`src/rtl/exec_hazard_controller.sv`:
```
// Execute-stage hazard unit: shadows EX/MEM/WB destination info to drive operand
// forwarding selects, load-use stalls and post-branch flush sequencing.
module exec_hazard_controller #(
    parameter int REG_BITS     = 3,
    parameter int FLUSH_CYCLES = 2
) (
    input  logic                clk,
    input  logic                rst,
    input  logic                id_valid,
    input  logic [REG_BITS-1:0] id_src1,
    input  logic [REG_BITS-1:0] id_src2,
    input  logic                id_use1,
    input  logic                id_use2,
    input  logic [REG_BITS-1:0] id_dst,
    input  logic                id_reg_write,
    input  logic                id_mem_read,
    input  logic                ex_branch_taken,
    output logic [1:0]          Forward1Sel,
    output logic [1:0]          Forward2Sel,
    output logic                stall_pc,
    output logic                stall_ifid,
    output logic                flush_ifid,
    output logic                flush_idex,
    output logic [15:0]         stall_count
);

    typedef struct packed {
        logic                v;
        logic [REG_BITS-1:0] src1;
        logic [REG_BITS-1:0] src2;
        logic                use1;
        logic                use2;
        logic [REG_BITS-1:0] dst;
        logic                wr;
        logic                ld;
    } ex_slot_t;

    typedef struct packed {
        logic                v;
        logic [REG_BITS-1:0] dst;
        logic                wr;
        logic                ld;
    } mem_slot_t;

    typedef struct packed {
        logic                v;
        logic [REG_BITS-1:0] dst;
        logic                wr;
    } wb_slot_t;

    typedef enum logic {RUN, FLUSH} state_t;

    localparam logic [1:0] FLUSH_LOAD = 2'(FLUSH_CYCLES - 1);

    ex_slot_t    ex_slot;
    mem_slot_t   mem_slot;
    wb_slot_t    wb_slot;
    state_t      state, state_next;
    logic [1:0]  flush_cnt, flush_cnt_next;
    logic [15:0] stall_cnt;
    logic        hazard;

    function automatic logic hit(input logic v, input logic wr,
                                 input logic [REG_BITS-1:0] dst,
                                 input logic [REG_BITS-1:0] r);
        return v & wr & (dst == r);
    endfunction

    // A load still in MEM has no data yet, so it may only forward from WB.
    function automatic logic [1:0] fwd_sel(input logic use_op,
                                           input logic [REG_BITS-1:0] src);
        if (use_op && hit(mem_slot.v, mem_slot.wr, mem_slot.dst, src) && !mem_slot.ld)
            return 2'b01;
        else if (use_op && hit(wb_slot.v, wb_slot.wr, wb_slot.dst, src))
            return 2'b10;
        else
            return 2'b00;
    endfunction

    function automatic logic load_hit(input logic [REG_BITS-1:0] r);
        return (hit(ex_slot.v, ex_slot.wr, ex_slot.dst, r) & ex_slot.ld) |
               (hit(mem_slot.v, mem_slot.wr, mem_slot.dst, r) & mem_slot.ld);
    endfunction

    assign Forward1Sel = fwd_sel(ex_slot.use1, ex_slot.src1);
    assign Forward2Sel = fwd_sel(ex_slot.use2, ex_slot.src2);
    assign hazard      = id_valid & ((id_use1 & load_hit(id_src1)) |
                                     (id_use2 & load_hit(id_src2)));
    assign stall_count = stall_cnt;

    always_comb begin
        state_next     = state;
        flush_cnt_next = flush_cnt;
        stall_pc       = 1'b0;
        stall_ifid     = 1'b0;
        flush_ifid     = 1'b0;
        flush_idex     = 1'b0;
        case (state)
            RUN: begin
                if (ex_slot.v && ex_branch_taken) begin
                    flush_ifid = 1'b1;
                    flush_idex = 1'b1;
                    if (FLUSH_CYCLES > 1) begin
                        flush_cnt_next = FLUSH_LOAD;
                        state_next     = FLUSH;
                    end
                end else if (hazard) begin
                    stall_pc   = 1'b1;
                    stall_ifid = 1'b1;
                    flush_idex = 1'b1;
                end
            end
            FLUSH: begin
                flush_ifid     = 1'b1;
                flush_idex     = 1'b1;
                flush_cnt_next = flush_cnt - 2'd1;
                if (flush_cnt <= 2'd1)
                    state_next = RUN;
            end
            default: state_next = RUN;
        endcase
    end

    always_ff @(posedge clk) begin
        if (rst) begin
            ex_slot   <= '0;
            mem_slot  <= '0;
            wb_slot   <= '0;
            state     <= RUN;
            flush_cnt <= '0;
            stall_cnt <= '0;
        end else begin
            wb_slot  <= '{v: mem_slot.v, dst: mem_slot.dst, wr: mem_slot.wr};
            mem_slot <= '{v: ex_slot.v, dst: ex_slot.dst, wr: ex_slot.wr, ld: ex_slot.ld};
            if (flush_idex)
                ex_slot <= '0;
            else
                ex_slot <= '{v: id_valid, src1: id_src1, src2: id_src2,
                             use1: id_use1, use2: id_use2, dst: id_dst,
                             wr: id_reg_write, ld: id_mem_read};
            state     <= state_next;
            flush_cnt <= flush_cnt_next;
            if (stall_pc && stall_cnt != 16'hFFFF)
                stall_cnt <= stall_cnt + 16'd1;
        end
    end

endmodule
```
`config.mk`:
```
export PLATFORM = sky130hd
export DESIGN_NAME = exec_hazard_controller
export DESIGN_NICKNAME = d
export VERILOG_FILES = /design/src/rtl/exec_hazard_controller.sv
export SDC_FILE = /design/constraint.sdc
export NUM_CORES = 1
export LEC_CHECK = 0
export BUFFER_PORTS_ARGS = -buffer_cell sky130_fd_sc_hd__clkbuf_2
export CORE_MARGIN = 2
export CORE_UTILIZATION = 54
export DETAILED_ROUTE_END_ITERATION = 6
export GPL_TIMING_DRIVEN = 0
export HOLD_SLACK_MARGIN = 0.12
export PLACE_DENSITY_LB_ADDON = 0.05
export SYNTH_ARGS = -nofsm -noshare
export SYNTH_HDL_FRONTEND = slang
export SYNTH_SLANG_ARGS = --single-unit
export TNS_END_PERCENT = 1
```
`constraint.sdc`:
```
create_clock -name clk -period 2.68 [get_ports clk]
set_clock_uncertainty 0.2 [all_clocks]
set_input_delay 0.134 -clock clk [delete_from_list [all_inputs] [get_ports clk]]
set_output_delay 0.134 -clock clk [all_outputs]
set_load 0.005 [all_outputs]
```
==> run_results.csv <==
group,metric,value,unit
routing,via_count,1756,
synth,syn_avg_cell_area,9.39,um2
clock_network,cts_inserted_buffers,5,
clock_network,post-cts-setup-buffer-count,0,
floorplan,io_pins,41,
critical_path,cp_top_family,"buffers and inverters",
timing,fin_ws,0.235,ns
pwr,leakagePower,0.000980,uW
global_route,grt_max_degree,16,
critical_path,cp_max_fo,15,
synth,synth_edf_count,0,
synth,yosys_warnings,0,
critical_path,cpPeakStageDelay,0.53,ns
synth,synth_area_leaders,"dfxtp_1 44%, xnor2_1 6.5%, nor3b_1 5.6%",
placed_design,gp_congestion,0.780,
synth,synth-async-reset-ratio,0,
job,cap_violations,0,
final_layout,final_core_util,0.703,
floorplan,die_y,65,um
critical_path,end_kind,"output pin",
pwr,netSwitchingPower,315,uW
pwr,ir_drop,0.299,mV
placed_design,dp_slack,0.298,ns
critical_path,crit_type,"primary input to output pin",
global_route,grt_pass1_wl,7250,um
clock_network,cts.sinks,44,
global_route,grt_pass1_vias,1551,
timing,slew_viol_final,0,
routing,drc,0,
synth,yosysTopAreaCell,"dfxtp_1",
final_layout,layout-drive-gt1-share,0.217,
global_route,antenna_found_initial,0,
final_layout,area_growth,26.2,%
timing,slew_headroom,0.608,
clock_network,cts_root_buf,"clkbuf_8",
critical_path,path_buf_inv,3,
pwr,power_frac_seq,0.516,
pwr,power_density,530,nW/um2
timing,hold_violations,0,
routing,first_pass_iters,4,
floorplan,fp.dieW,65,um
placed_design,io_buffer_count,39,
pwr,p_clk_frac,0.386,
timing,rsz0062_at_grt,"no",
status,status,"finished, final reports clean",
synth,ys_seq_area_frac,0.438,
synth,synth.distinct_cells,37,
floorplan,fp-row-count,22,
global_route,overflow,0,
pwr,pwr-share-comb,0.098,
critical_path,required,2.35,ns
critical_path,worstPathArrival,2.11,ns
routing,wl,4600,um
clock_network,htree_levels,2,
synth,netlist_instances,214,
synth,synth_top_cell_area_share,0.438,
global_route,grt_util_all_layers,0.230,
synth,synthesis.nets,233,
floorplan,dieArea,4230,um2
critical_path,critPathLaunchType,"primary input",
final_layout,final_cells,324,
final_layout,diodes,0,
synth,syn_area,2010,um2
timing,fin_setup_tns,0,ns
placed_design,place_hpwl,3100,um
pwr,p_int,1030,uW
routing,post_drt_wl_per_cell,14.2,um
timing,max_freq,0.409,GHz
synth,synthFlopType,"dfxtp_1",
placed_design,dpl.cell_count,301,
synth,yosysMostFrequentCell,"dfxtp_1",
synth,ys_seq_elements,44,
floorplan,coreArea,3610,um2
floorplan,start_util,0.557,
min_path,hp-class,"register to register",
final_layout,finalNetCount,294,
clock_network,clkLatencyLatePin,0.30,ns
clock_network,cts_resized,0,
clock_network,cts_tree,"done",
timing,max_slew.worst_pin.slew,0.582,ns
routing,drt-initial-drc-count,61,
timing,setup_viol,0,
critical_path,slowest_stage,"dlygate4sd3_1",
pwr,sw_frac_of_total,0.235,
critical_path,cp_common_cell,"clkbuf_2",
clock_network,clk_pin_slew,0.09,ns
timing,finalCriticalPeriod,2.44,ns
clock_network,clock_path_buffers,2,
routing,vias_per_cell,5.42,
timing,period_share,0.912,
critical_path,crit_chain,"dlygate4sd3_1, clkbuf_2, xnor2_2, nand4_1, a21boi_2, o21ai_0, nand2_1, clkbuf_2",
pwr,power,1340,uW
synth,yosys-top-cells-count,"44 x dfxtp_1, 15 x nor3b_1, 15 x xnor2_1",
routing,drtAntennaViolNets,0,
-- power by group through the flow --
stage                     sequential [uW]  clock (uW)  combinational, uW
after floorplan                       704           0               77.4
after global placement                707           0                112
after detailed placement              707           0                112
after CTS                             692         523                131
after global routing                  696         560                144
final                                 693         519                132
-- through the flow --
stage          hold WS [ns]  cell area [um2]
2_1_floorplan         0.101             2010
3_3_place_gp          0.187             2260
3_5_place_dp          0.188             2260
4_1_cts               0.265             2540
5_1_grt               0.281             2540
6_report              0.268             2540
-- metal layers --
layer | vias up | routed length (um) | global-route usage
met2 | 41 | 2370 | 0.414
met4 | 0 | 57 | 0.0904
li1 | 883 | - | -
met1 | 827 | 1990 | 0.257
met3 | 5 | 184 | 0.0625
met5 | - | 0 | 0
-- cells by family (layout without fill, tap and decap cells) --
logic type,count (synthesis),after routing,share of synthesized area
buf+inv,17,79,0.0492
xor+xnor,26,26,0.125
simple gates,86,86,0.247
mux,1,1,0.00498
fa+ha+maj,2,2,0.0125
flops,44,44,0.438
compound gates,38,38,0.124
-- sequential cells by signal, indices dropped and copies added (netlist names) --
name / flops
flush_cnt: 2
ex_slot: 14
wb_slot: 5
mem_slot: 6
state: 1
stall_count: 16
-- layout make-up --
cell class | count | area [um2]
repair buffers | 55 | 355
plain buffers | 11 | 76.3
well taps | 48 | 60.1
clock inverters | 3 | 46.3
flip-flops and latches | 44 | 881
fillers | 285 | 1070
multi-input cells | 153 | 1030
inverters | 5 | 18.8
clock buffers | 5 | 68.8
-- repair_timing --
action	4_1_cts	5_1_grt
hold buffers	16	0
endpoints found under the hold margin	20	0
setup endpoints to repair	0	1
-- placed cells by master, fill, tap and decap left out, types with 2 or more instances in the layout --
| cell | synthesis | routed |
|---|---|---|
| buf_6 | 4 | 4 |
| or3_1 | 5 | 5 |
| a21oi_1 | 12 | 12 |
| nand2_1 | 13 | 13 |
| a21boi_2 | 2 | 2 |
| nor3_1 | 4 | 4 |
| dfxtp_1 | 44 | 44 |
| dlygate4sd3_1 | 0 | 16 |
| xnor2_2 | 3 | 3 |
| o31ai_1 | 6 | 6 |
| nand4_1 | 11 | 11 |
| clkbuf_8 | 0 | 5 |
| nor2b_1 | 11 | 11 |
| nor4_1 | 3 | 3 |
| inv_1 | 5 | 5 |
| clkbuf_2 | 0 | 39 |
| and3_1 | 2 | 2 |
| nor3b_1 | 15 | 15 |
| nor2_1 | 10 | 10 |
| xnor2_1 | 15 | 15 |
| o21ai_0 | 8 | 8 |
| nand3_1 | 5 | 5 |
| or4_1 | 6 | 6 |
| xor2_1 | 8 | 8 |
| ha_1 | 2 | 2 |
| clkbuf_1 | 6 | 5 |
-- worst reg2reg max path, stage by stage (launching register included) --
cell,delay [ns]
dfxtp_1,0.40
ha_1,0.23
nand2_1,0.10
nor2_1,0.31
a31oi_1,0.16
o21ai_1,0.31
buf_2,0.33
mux2i_1,0.21
nor2_1,0.05
-- path summary, 6_finish.rpt --
kind	start	to	slack (ns)	depth (start not counted)
setup / recovery	id_src2[1]	flush_idex	0.24	8
hold / removal	ex_slot[0]	mem_slot[0]	0.27	1
setup reg to reg	stall_count[0]	stall_count[1]	0.27	8
hold reg to reg	ex_slot[0]	mem_slot[0]	0.27	1
No activity file was read; power rests on OpenSTA's default activity.
